===== src/rtl/line_pkt_pkg.sv =====
// rtl/line_pkt_pkg.sv - shared types, constants and parameter checks for the line packet packer
package line_pkt_pkg;

   typedef enum logic [2:0] {
      ST_IDLE    = 3'd0,
      ST_HDR_HI  = 3'd1,
      ST_HDR_LO  = 3'd2,
      ST_PAYLOAD = 3'd3,
      ST_CK_HI   = 3'd4,
      ST_CK_LO   = 3'd5
   } rd_state_e;

   localparam int HDR_BYTES = 2;
   localparam int CK_BYTES  = 2;

   function automatic bit pixel_bits_legal(input int pb);
      return (pb == 1) || (pb == 2) || (pb == 4) || (pb == 8);
   endfunction

endpackage


===== src/rtl/line_packet_packer_if.sv =====
// rtl/line_packet_packer_if.sv - pixel input stream and packet byte output stream
interface line_packet_packer_if #(
   parameter int PIXEL_BITS = 1
) ();
   logic                  pix_valid;
   logic                  pix_vsync;
   logic [PIXEL_BITS-1:0] pix_data;
   logic [7:0]            out_data;
   logic                  out_valid;
   logic                  out_ready;
   logic                  out_sol;
   logic                  out_eol;

   modport slave (
      input  pix_valid, pix_vsync, pix_data, out_ready,
      output out_data, out_valid, out_sol, out_eol
   );

   modport master (
      output pix_valid, pix_vsync, pix_data, out_ready,
      input  out_data, out_valid, out_sol, out_eol
   );
endinterface


===== src/rtl/line_pingpong_ram.sv =====
// rtl/line_pingpong_ram.sv - two-bank line store, one write port and one synchronous read port
module line_pingpong_ram #(
   parameter int LINE_BYTES = 160,
   parameter int ADDR_W     = 8
) (
   input  logic              clk,
   input  logic              we_i,
   input  logic              wr_bank_i,
   input  logic [ADDR_W-1:0] wr_addr_i,
   input  logic [7:0]        wr_data_i,
   input  logic              rd_bank_i,
   input  logic [ADDR_W-1:0] rd_addr_i,
   output logic [7:0]        rd_data_o
);
   logic [7:0] mem_q [2][LINE_BYTES];

   always_ff @(posedge clk) begin
      if (we_i) begin
         mem_q[wr_bank_i][wr_addr_i] <= wr_data_i;
      end
      rd_data_o <= mem_q[rd_bank_i][rd_addr_i];
   end
endmodule


===== src/rtl/line_packet_packer.sv =====
// rtl/line_packet_packer.sv - packs pixels into ping-pong line buffers and emits one header-tagged packet per line
// Optional macro LINE_CHECKSUM_EN appends a 16-bit sum of header and payload bytes to each packet.
module line_packet_packer
   import line_pkt_pkg::*;
#(
   parameter int IMAGE_WIDTH  = 1280,
   parameter int IMAGE_HEIGHT = 720,
   parameter int PIXEL_BITS   = 1
) (
   input  logic                clk,
   input  logic                rst_n,
   line_packet_packer_if.slave bus,
   output logic                overflow,
   output logic [15:0]         drop_cnt
);
   localparam int LINE_BYTES = IMAGE_WIDTH * PIXEL_BITS / 8;
   localparam int PPB        = 8 / PIXEL_BITS;
   localparam int SH         = $clog2(PPB);
   localparam int PW         = (IMAGE_WIDTH > 1) ? $clog2(IMAGE_WIDTH) : 1;
   localparam int ADDR_W     = (LINE_BYTES > 1) ? $clog2(LINE_BYTES) : 1;
   localparam int CW         = $clog2(LINE_BYTES + 1);
`ifdef LINE_CHECKSUM_EN
   localparam bit CK_EN = 1'b1;
`else
   localparam bit CK_EN = 1'b0;
`endif

   if (!pixel_bits_legal(PIXEL_BITS)) begin : g_bad_pixel_bits
      $error("PIXEL_BITS must be 1, 2, 4 or 8");
   end
   if (((IMAGE_WIDTH * PIXEL_BITS) % 8) != 0 || IMAGE_HEIGHT < 1) begin : g_bad_geometry
      $error("IMAGE_WIDTH*PIXEL_BITS must be a multiple of 8 and IMAGE_HEIGHT positive");
   end

   logic            vsync_q;
   logic [PW-1:0]   pix_cnt_q, pix_cnt_d, pix_cnt_e;
   logic [7:0]      shift_q, shift_d, shift_e, byte_w;
   logic [15:0]     line_cnt_q, line_cnt_d, line_cnt_e;
   logic            dropping_q, dropping_d, dropping_e;
   logic            wr_bank_q, wr_bank_d;
   logic [1:0]      full_q, full_d;
   logic [1:0][15:0] tag_q;
   logic            overflow_q;
   logic [15:0]     drop_cnt_q;
   logic            vs_rise, first_pix, last_pix, drop_now, we, commit, drop_start;
   logic [ADDR_W-1:0] wr_addr;

   rd_state_e       state_q, state_d;
   logic            rd_bank_q, rd_bank_d;
   logic [CW-1:0]   rd_addr_q, rd_addr_d;
   logic [7:0]      rd_data;
   logic [7:0]      out_data_q, out_data_d;
   logic            out_valid_q, out_valid_d, out_sol_q, out_sol_d, out_eol_q, out_eol_d;
   logic            hs, release_bank;
`ifdef LINE_CHECKSUM_EN
   logic [15:0]     sum_q, sum_d, sum_next;
`endif

   // A vsync edge clears the write side first, so a pixel in the same cycle starts line 0.
   always_comb begin
      vs_rise    = bus.pix_vsync & ~vsync_q;
      pix_cnt_e  = vs_rise ? '0 : pix_cnt_q;
      shift_e    = vs_rise ? '0 : shift_q;
      line_cnt_e = vs_rise ? '0 : line_cnt_q;
      dropping_e = vs_rise ? 1'b0 : dropping_q;
      first_pix  = (pix_cnt_e == '0);
      last_pix   = (pix_cnt_e == PW'(IMAGE_WIDTH - 1));
      drop_now   = first_pix ? full_q[wr_bank_q] : dropping_e;
      byte_w     = (shift_e << PIXEL_BITS) | 8'(bus.pix_data);
      we         = bus.pix_valid & ((pix_cnt_e & PW'(PPB - 1)) == PW'(PPB - 1)) & ~drop_now;
      wr_addr    = ADDR_W'(pix_cnt_e >> SH);
      commit     = bus.pix_valid & last_pix & ~drop_now;
      drop_start = bus.pix_valid & first_pix & full_q[wr_bank_q];
      pix_cnt_d  = pix_cnt_e;
      shift_d    = shift_e;
      line_cnt_d = line_cnt_e;
      dropping_d = dropping_e;
      wr_bank_d  = commit ? ~wr_bank_q : wr_bank_q;
      if (bus.pix_valid) begin
         shift_d    = byte_w;
         pix_cnt_d  = last_pix ? '0 : pix_cnt_e + PW'(1);
         line_cnt_d = last_pix ? line_cnt_e + 16'd1 : line_cnt_e;
         dropping_d = last_pix ? 1'b0 : drop_now;
      end
   end

   line_pingpong_ram #(.LINE_BYTES(LINE_BYTES), .ADDR_W(ADDR_W)) u_ram (
      .clk       (clk),
      .we_i      (we),
      .wr_bank_i (wr_bank_q),
      .wr_addr_i (wr_addr),
      .wr_data_i (byte_w),
      .rd_bank_i (rd_bank_d),
      .rd_addr_i (ADDR_W'(rd_addr_d)),
      .rd_data_o (rd_data)
   );

   // The RAM is addressed with next-state values so the byte for rd_addr_q is ready for the next handshake.
   always_comb begin
      hs           = out_valid_q & bus.out_ready;
      state_d      = state_q;
      rd_bank_d    = rd_bank_q;
      rd_addr_d    = rd_addr_q;
      out_valid_d  = out_valid_q;
      out_data_d   = out_data_q;
      out_sol_d    = out_sol_q;
      out_eol_d    = out_eol_q;
      release_bank = 1'b0;
`ifdef LINE_CHECKSUM_EN
      sum_next     = sum_q + {8'h00, out_data_q};
      sum_d        = sum_q;
`endif
      case (state_q)
         ST_IDLE: begin
            rd_addr_d = '0;
            if (full_q[rd_bank_q]) begin
               state_d     = ST_HDR_HI;
               out_valid_d = 1'b1;
               out_data_d  = tag_q[rd_bank_q][15:8];
               out_sol_d   = 1'b1;
               out_eol_d   = 1'b0;
`ifdef LINE_CHECKSUM_EN
               sum_d       = '0;
`endif
            end
         end
         ST_HDR_HI: if (hs) begin
            state_d    = ST_HDR_LO;
            out_data_d = tag_q[rd_bank_q][7:0];
            out_sol_d  = 1'b0;
`ifdef LINE_CHECKSUM_EN
            sum_d      = sum_next;
`endif
         end
         ST_HDR_LO: if (hs) begin
            state_d    = ST_PAYLOAD;
            out_data_d = rd_data;
            rd_addr_d  = CW'(1);
            out_eol_d  = !CK_EN && (LINE_BYTES == 1);
`ifdef LINE_CHECKSUM_EN
            sum_d      = sum_next;
`endif
         end
         ST_PAYLOAD: if (hs) begin
`ifdef LINE_CHECKSUM_EN
            sum_d = sum_next;
`endif
            if (rd_addr_q == CW'(LINE_BYTES)) begin
`ifdef LINE_CHECKSUM_EN
               state_d    = ST_CK_HI;
               out_data_d = sum_next[15:8];
               out_eol_d  = 1'b0;
`else
               state_d      = ST_IDLE;
               out_valid_d  = 1'b0;
               out_eol_d    = 1'b0;
               rd_addr_d    = '0;
               rd_bank_d    = ~rd_bank_q;
               release_bank = 1'b1;
`endif
            end else begin
               out_data_d = rd_data;
               rd_addr_d  = rd_addr_q + CW'(1);
               out_eol_d  = !CK_EN && (rd_addr_q == CW'(LINE_BYTES - 1));
            end
         end
`ifdef LINE_CHECKSUM_EN
         ST_CK_HI: if (hs) begin
            state_d    = ST_CK_LO;
            out_data_d = sum_q[7:0];
            out_eol_d  = 1'b1;
         end
         ST_CK_LO: if (hs) begin
            state_d      = ST_IDLE;
            out_valid_d  = 1'b0;
            out_eol_d    = 1'b0;
            rd_addr_d    = '0;
            rd_bank_d    = ~rd_bank_q;
            release_bank = 1'b1;
         end
`endif
         default: state_d = ST_IDLE;
      endcase
   end

   always_comb begin
      full_d = full_q;
      if (commit)       full_d[wr_bank_q] = 1'b1;
      if (release_bank) full_d[rd_bank_q] = 1'b0;
   end

   always_ff @(posedge clk or negedge rst_n) begin
      if (!rst_n) begin
         vsync_q     <= 1'b0;
         pix_cnt_q   <= '0;
         shift_q     <= '0;
         line_cnt_q  <= '0;
         dropping_q  <= 1'b0;
         wr_bank_q   <= 1'b0;
         full_q      <= '0;
         tag_q       <= '0;
         overflow_q  <= 1'b0;
         drop_cnt_q  <= '0;
         state_q     <= ST_IDLE;
         rd_bank_q   <= 1'b0;
         rd_addr_q   <= '0;
         out_valid_q <= 1'b0;
         out_data_q  <= '0;
         out_sol_q   <= 1'b0;
         out_eol_q   <= 1'b0;
`ifdef LINE_CHECKSUM_EN
         sum_q       <= '0;
`endif
      end else begin
         vsync_q     <= bus.pix_vsync;
         pix_cnt_q   <= pix_cnt_d;
         shift_q     <= shift_d;
         line_cnt_q  <= line_cnt_d;
         dropping_q  <= dropping_d;
         wr_bank_q   <= wr_bank_d;
         full_q      <= full_d;
         if (commit) tag_q[wr_bank_q] <= line_cnt_e;
         if (drop_start) begin
            overflow_q <= 1'b1;
            if (drop_cnt_q != 16'hFFFF) drop_cnt_q <= drop_cnt_q + 16'd1;
         end
         state_q     <= state_d;
         rd_bank_q   <= rd_bank_d;
         rd_addr_q   <= rd_addr_d;
         out_valid_q <= out_valid_d;
         out_data_q  <= out_data_d;
         out_sol_q   <= out_sol_d;
         out_eol_q   <= out_eol_d;
`ifdef LINE_CHECKSUM_EN
         sum_q       <= sum_d;
`endif
      end
   end

   assign bus.out_data  = out_data_q;
   assign bus.out_valid = out_valid_q;
   assign bus.out_sol   = out_sol_q;
   assign bus.out_eol   = out_eol_q;
   assign overflow      = overflow_q;
   assign drop_cnt      = drop_cnt_q;
endmodule


===== src/flat_wrapper.sv =====
// flat-port wrapper written by rule: the top's interface ports become plain ports
module line_packet_packer_flat import line_pkt_pkg::*;
#(
   parameter int IMAGE_WIDTH  = 1280,
   parameter int IMAGE_HEIGHT = 720,
   parameter int PIXEL_BITS   = 1
)
  (clk, rst_n, overflow, drop_cnt, bus_pix_valid, bus_pix_vsync, bus_pix_data, bus_out_ready, bus_out_data, bus_out_valid, bus_out_sol, bus_out_eol);
  line_packet_packer_if #(.PIXEL_BITS(PIXEL_BITS)) bus_i ();
  input  logic clk;
  input  logic rst_n;
  output logic overflow;
  output logic [15:0] drop_cnt;
  input wire logic [$bits(bus_i.pix_valid)-1:0] bus_pix_valid;
  input wire logic [$bits(bus_i.pix_vsync)-1:0] bus_pix_vsync;
  input wire logic [$bits(bus_i.pix_data)-1:0] bus_pix_data;
  input wire logic [$bits(bus_i.out_ready)-1:0] bus_out_ready;
  output wire logic [$bits(bus_i.out_data)-1:0] bus_out_data;
  output wire logic [$bits(bus_i.out_valid)-1:0] bus_out_valid;
  output wire logic [$bits(bus_i.out_sol)-1:0] bus_out_sol;
  output wire logic [$bits(bus_i.out_eol)-1:0] bus_out_eol;
  assign bus_i.pix_valid = bus_pix_valid;
  assign bus_i.pix_vsync = bus_pix_vsync;
  assign bus_i.pix_data = bus_pix_data;
  assign bus_i.out_ready = bus_out_ready;
  assign bus_out_data = bus_i.out_data;
  assign bus_out_valid = bus_i.out_valid;
  assign bus_out_sol = bus_i.out_sol;
  assign bus_out_eol = bus_i.out_eol;
  line_packet_packer #(.IMAGE_WIDTH(IMAGE_WIDTH), .IMAGE_HEIGHT(IMAGE_HEIGHT), .PIXEL_BITS(PIXEL_BITS)) u_core (.clk(clk), .rst_n(rst_n), .bus(bus_i), .overflow(overflow), .drop_cnt(drop_cnt));
endmodule

===== config.mk =====
export PLATFORM = sky130hd
export DESIGN_NAME = line_packet_packer_flat
export DESIGN_NICKNAME = d
export VERILOG_FILES = /design/src/rtl/line_pkt_pkg.sv /design/src/rtl/line_packet_packer_if.sv /design/src/rtl/line_pingpong_ram.sv /design/src/rtl/line_packet_packer.sv /design/src/flat_wrapper.sv
export SDC_FILE = /design/constraint.sdc
export NUM_CORES = 2
export LEC_CHECK = 0
export ABC_AREA = 0
export CORE_ASPECT_RATIO = 1.1
export CORE_MARGIN = 2
export CORE_UTILIZATION = 40
export CTS_CLUSTER_SIZE = 16
export DETAILED_ROUTE_END_ITERATION = 12
export GPL_ROUTABILITY_DRIVEN = 0
export REMOVE_ABC_BUFFERS = 1
export SETUP_SLACK_MARGIN = 0.05
export SYNTH_ARGS = -nofsm -noshare
export SYNTH_HDL_FRONTEND = slang
export SYNTH_HIERARCHICAL = 1
export SYNTH_SLANG_ARGS = --single-unit

===== constraint.sdc =====
create_clock -name clk -period 7.05 [get_ports clk]
set_input_delay 0.705 -clock clk [delete_from_list [all_inputs] [get_ports clk]]
set_output_delay 0.705 -clock clk [all_outputs]
set_load 0.01 [all_outputs]

# ---- Word-level counts from Yosys, hierarchy flattened
# Memories as Yosys holds them, arrays and structs flattened.
# Cells that the tools add are included.
dict set report totals {
  reg_bits 119
  word_cells 144
  ram_bits 2560
  out_inout_bits 28
  inputBits 6
  mem_count 1
}
dict set report op_classes {
  n_eq_ne 14
  magnitude_cmp 7
  n_addsub 4
  muxes 66
  bitwise_logic 18
  n_reduce_logical 15
}
# name depth width rd rd_clocked_by_memory_dff wr line
set mem_list {}
lappend mem_list {u_core.u_ram.mem_q 2 1280 1 0 1 line_pingpong_ram.sv:15} ;# logic [7:0] mem_q [2][LINE_BYTES];
# cell count
set ops {}
lappend ops {{$mux 1280} 1}
lappend ops {{$mux 16} 6}
lappend ops {{$mux 8} 11}
lappend ops {{$bmux 8 s8} 1}
lappend ops {{$demux 8 s8} 1}
lappend ops {{$mux 11} 3}
lappend ops {{$add 16x1->16 const B} 2}
lappend ops {{$bwmux 32} 1}
lappend ops {{$pmux 8 s4} 1}
lappend ops {{$mux 1} 24}
lappend ops {{$pmux 8 s3} 1}
lappend ops {{$ge 9x9->1 const B} 2}
lappend ops {{$not 8->9} 2}
lappend ops {{$demux 16 s1} 1}
lappend ops {{$eq 8x8->1 const B} 2}
lappend ops {{$ne 16x16->1 const B} 1}
lappend ops {{$mux 3} 5}
lappend ops {{$mux 7} 2}
lappend ops {{$pmux 3 s4} 1}
lappend ops {{$add 11x1->11 const B} 1}
lappend ops {{$eq 11x11->1 const B} 1}
lappend ops {{$logic_not 11->1} 1}
lappend ops {{$ne 2x1->1 const B} 5}
lappend ops {{$lt 9x1->1 const B} 1}
lappend ops {{other kinds (27)} 47}

# ---- Logic depth before layout (Yosys ltp)
dict set report depth {
  depth_word 10
  mapped_depth 20
  mapped_depth_nobuf 15
}

# ---- Modules after synthesis
# Netlist, hierarchy kept.
# module instances cells_each area_per_inst_um2 seq_area_each_um2
set by_module_without_submodules {}
lappend by_module_without_submodules {line_pingpong_ram 1 4652 99706.9 77033.9}
lappend by_module_without_submodules {line_packet_packer 1 539 5447.7 2752.6}

# ---- Worst setup path after synthesis
# No wires, ideal clock.
dict set report synth_timing {
  path_type {input to register}
  from {input port bus_pix_vsync}
  to {memory u_core/u_ram/mem_q[0][1006] (netlist name) (data pin)}
  arrival_time_ns 5.229
  stages 4
  required_ns 6.007
  slack_ns 0.779
  setup_time_ns 1.043
  path_buffers 2
  cell_sequence {nand2b_1 -> buf_2 -> clkbuf_1 -> and2_1}
}
dict set report synth_via {
  elab_chain_cells 3
}
# element line
set synth_lines {}
lappend synth_lines {{start: declaration} flat_wrapper.sv:15} ;# input wire logic [$bits(bus_i.pix_vsync)-1:0] bus_pix_vsync;
lappend synth_lines {{$and 1x1->1} line_packet_packer.sv:61} ;# vs_rise = bus.pix_vsync & ~vsync_q;
lappend synth_lines {{$mux 7} line_packet_packer.sv:63} ;# shift_e = vs_rise ? '0 : shift_q;
lappend synth_lines {{$or 8x1->8} line_packet_packer.sv:69} ;# byte_w = (shift_e << PIXEL_BITS) | 8'(bus.pix_data);
lappend synth_lines {{via u_core.byte_w[6]} line_packet_packer.sv:37} ;# logic [7:0] shift_q, shift_d, shift_e, byte_w;
lappend synth_lines {{end: declaration} line_pingpong_ram.sv:15}
# The timed path passes the listed nets, and every way through them passes these cells.

# ---- Worst setup path in the final report
dict set report layout_timing {
  from {register u_core.state_q[1]}
  to {register u_core.u_ram.rd_data_o[5]}
}
dict set report layout_via {
  elab_chain_cells 6
  elab_cells_between_ends 10
  classes_between {2 x eq/ne; 5 x mux; 1 x bitwise; 1 x reduce/logical; 1 x memory}
}
# element line
set layout_lines {}
lappend layout_lines {{start: declaration} line_packet_packer.sv:48} ;# rd_state_e state_q, state_d;
lappend layout_lines {{start signal: assignment} line_packet_packer.sv:227} ;# state_q <= state_d;
lappend layout_lines {{$eq 3x2->1 or $logic_not 3->1 (tied branches)} line_packet_packer.sv:113} ;# case (state_q)
lappend layout_lines {{$pmux 8 s3 (*)} line_packet_packer.sv:113}
lappend layout_lines {{via u_core.rd_addr_d[3]} line_packet_packer.sv:50} ;# logic [CW-1:0] rd_addr_q, rd_addr_d;
lappend layout_lines {{$not 8->9 (not written as such) (*)} line_pingpong_ram.sv:21} ;# rd_data_o <= mem_q[rd_bank_i][rd_addr_i];
lappend layout_lines {{$bmux 8 s8 (*)} line_pingpong_ram.sv:21}
lappend layout_lines {{$mux 8 (not written as such) (*) (2 in a row)} line_pingpong_ram.sv:21}
lappend layout_lines {{end signal: assignment} line_pingpong_ram.sv:21}
lappend layout_lines {{end: declaration} line_pingpong_ram.sv:13} ;# output logic [7:0] rd_data_o
# The timed path passes the listed nets; every way through them passes the cells marked *. The select of a mux whose other input is x is not followed.
# A chain may end at the register's enable or synchronous reset.

==> results.py <==
metrics = {
    "run_status": {
        "status": "finished with violations",
        "violations": "DRC",
    },
    "global_route": {
        "grt_first_pass_wirelength_mm": 404,
        "grt_max_degree": 213,
        "antenna_found_initial": 14,
        "overflow": 0,
        "gr-usage-all-layers": 0.210,
        "first_global_vias": 53291,
    },
    "cts": {
        "cts_setup_buffers": 0,
        "cts_root_buf": "clkbuf_16",
        "cts_resized": 0,
        "path_clk_slew_ps": 60,
        "clk_path_buf_depth": 4,
        "cts_max_level": 5,
        "cts_buffers": 273,
        "ctsHoldBuffers": 1,
        "clock_sinks": 2678,
        "insertion_delay_ps": 870,
        "cts_tree": "done",
    },
    "detailed_routing": {
        "vias_per_cell": 5.90,
        "drtIter0Drc": 6665,
        "avgRoutedWirePerCell_um": 31.1,
        "firstDrtPassIters": 10,
        "num_vias": 53974,
        "drtAntennaViolNets": 0,
        "drc": 12,
        "wl_mm": 284,
    },
    "floorplanning": {
        "core-area_um2": 262000,
        "start_util": 0.402,
        "die_width_um": 493,
        "ioPinCount": 34,
        "rows": 197,
        "die_y_um": 542,
        "die-area_um2": 267000,
    },
    "worst_setup_path": {
        "worstPathArrival_ps": 6300,
        "end_kind": "register",
        "crit_fanout": 52,
        "crit_type": "register to register",
        "worstRegToRegCells": 15,
        "required_ps": 7780,
        "r2r-start": "u_core/state_q[1]$_DFFE_PN0P_",
        "rrSetupSlack_ps": 1480,
        "cp-start-kind": "register",
        "r2r_end": "u_core/u_ram/rd_data_o[5]$_DFF_P_",
    },
    "timing": {
        "finalHoldViolations": 0,
        "fin_worst_skew_ps": 66.6,
        "min_period_over_period": 0.790,
        "relSlewSlack": 0.123,
        "max_freq_ghz": 0.179,
        "fin_hold_ws_ps": 385,
        "finalMaxSlewViolations": 0,
        "setup_viol": 0,
        "rsz0062_at_grt": "false",
        "worst_pin_slew_ps": 1310,
        "period_minus_slack_ps": 5570,
        "finalWorstSetupSlack_ps": 1480,
    },
    "worst_hold_path": {
        "hold_path.class": "primary input to register",
        "hold_start": "bus_pix_vsync",
        "holdPathStages": 1,
        "min_to": "u_core/vsync_q$_DFF_PN0_",
    },
    "yosys": {
        "ys_seq_elements": 2678,
        "yosysTopAreaCellShare": 0.731,
        "synth_top_family_by_area": "multiplexers",
        "netlist_area_um2": 105000,
        "ys_async_sr_fraction": 0.0411,
        "synthSimpleGateAreaFrac": 0.0381,
        "ys_types": 83,
        "synth.most_common_cell": "edfxtp_1",
        "synth-compound-area-share": 0.0274,
        "synthFlopType": "edfxtp_1",
        "synth_fa_ha_area_frac": 0.00119,
        "synth_top_area_cell": "edfxtp_1",
        "seq_area_frac_synth": 0.759,
        "yosys_warnings": 6,
        "avgSynthCellArea_um2": 20.3,
        "synth.area.mux_share": 0.156,
        "synth_xor_area_frac": 0.00258,
        "synth-edff-count": 2560,
        "syn_inst": 5191,
        "yosys-top-cells-area": "edfxtp_1 (73%), mux4_2 (14%), dfrtp_1 (2.6%)",
        "synth_common_cells": "edfxtp_1 (2,560), mux4_2 (650), nor2_1 (395), nand2_1 (250), mux2i_1 (138)",
    },
    "run": {
        "maxCapViolCount": 0,
    },
    "power_and_ir_drop": {
        "vdd_drop_max_mv": 0.414,
        "p_per_area_nw_per_um2": 323,
        "leakage_nw": 37.9,
    },
    "final_layout": {
        "fin_nets": 5468,
        "drive_gt1_frac": 0.243,
        "synthToLayoutAreaGrowth_pct": 13.7,
    },
    "placement": {
        "place_ws_ps": 785,
        "numPortBuffers": 33,
        "dp_hpwl_mm": 175,
    },
}
==> per-layer routing <==
metal,up-vias,GRT usage,wire [um]
met5,-,0,53
met2,2507,0.334,135000
met1,29048,0.291,114000
met3,514,0.0386,23100
met4,8,0.0773,11600
li1,21897,-,-
==> worst max-delay path: stages (launching register included) <==
cell      delay [ps]
dfrtp_1          390
inv_1            100
ha_1             400
a21oi_1          720
o21ai_0          210
nand2_1          140
o41ai_2          100
buf_12           230
inv_6            510
buf_4            440
nand2_1          270
o41ai_1         1120
a311oi_1         330
o21ai_0          170
o311a_1          190
a21oi_1           70
==> cells in the final DEF, fill, tap and decap left out, types with 58 or more instances in the layout <==
cell type | Yosys | layout
nand3_1 | 62 | 61
o21ai_0 | 61 | 59
nand2_1 | 250 | 250
edfxtp_1 | 2560 | 2560
dfrtp_1 | 110 | 110
clkbuf_16 | 0 | 275
nor2_1 | 395 | 392
a21oi_1 | 59 | 58
mux2i_1 | 138 | 138
mux4_2 | 650 | 650
buf_4 | 53 | 215
==> state kept, by name, summed over array words and instances (netlist names), 2 cells and up <==
signal / cells
u_core/full_q: 2
u_core/u_ram/rd_data_o: 8
u_core/u_ram/mem_q: 2560
u_core/line_cnt_q: 16
u_core/shift_q: 7
u_core/state_q: 2
u_core/pix_cnt_q: 11
u_core/drop_cnt: 16
u_core/tag_q: 32
u_core/bus.out_data: 8
u_core/rd_addr_q: 8
==> power by group <==
group | switching (mW) | total, mW | internal [mW]
Sequential | 0.139 | 17.7 | 17.6
Clock | 6.03 | 14.3 | 8.30
Combinational | 4.09 | 6.57 | 2.48
Total | 10.3 | 38.6 | 28.3
==> through the flow <==
| stage | total power, mW | cells | TNS [ps] | utilization | instance area, um2 |
|---|---|---|---|---|---|
| 2_1_floorplan | 21.5 | 4893 | -587730 | - | 104000 |
| 3_3_place_gp | 24.6 | 8658 | 0 | 0.423 | 111000 |
| 3_5_place_dp | 24.6 | 8658 | 0 | 0.423 | 111000 |
| 4_1_cts | 38.9 | 9138 | 0 | 0.457 | 120000 |
| 5_1_grt | 39.7 | 9139 | 0 | 0.457 | 120000 |
| 6_report | 38.6 | 9146 | 0 | 0.457 | 120000 |
==> cells by family (layout without fill, tap and decap cells) <==
| family | count (synthesis) | after routing |
|---|---|---|
| muxes | 822 | 822 |
| adders and majority gates | 10 | 10 |
| and+or+nand+nor | 898 | 898 |
| xor gates and xnor gates | 31 | 31 |
| AOI/OAI and AO/OA | 427 | 427 |
| buffers and inverters | 325 | 790 |
| other | 0 | 8 |
| DFF | 2678 | 2678 |
==> worst max-delay path by stage <==
stage	startpoint	end	slack, ps	cells after the start
5_1_grt	u_core/rd_addr_q[1]$_DFF_PN0_	u_core/u_ram/rd_data_o[3]$_DFF_P_	1190	16
3_5_place_dp	bus_out_ready	u_core/u_ram/rd_data_o[3]$_DFF_P_	790	14
2_1_floorplan	bus_out_ready	u_core/u_ram/rd_data_o[3]$_DFF_P_	-69430	10
6_report	u_core/state_q[1]$_DFFE_PN0P_	u_core/u_ram/rd_data_o[5]$_DFF_P_	1480	15
4_1_cts	u_core/state_q[1]$_DFFE_PN0P_	u_core/u_ram/rd_data_o[3]$_DFF_P_	1450	15
3_3_place_gp	bus_out_ready	u_core/u_ram/rd_data_o[3]$_DFF_P_	760	15
==> final cells by class <==
| cell class | count | area (um2) |
|---|---|---|
| repair buffers | 284 | 2670 |
| inverters | 27 | 108 |
| clock inverters | 149 | 1590 |
| flip-flops and latches | 2678 | 79800 |
| fillers | 21825 | 142000 |
| clock buffers | 330 | 7150 |
| well taps | 3482 | 4360 |
| multi-input cells | 2188 | 23800 |
| diodes | 8 | 20.0 |
(Power assumes the default switching activity.)
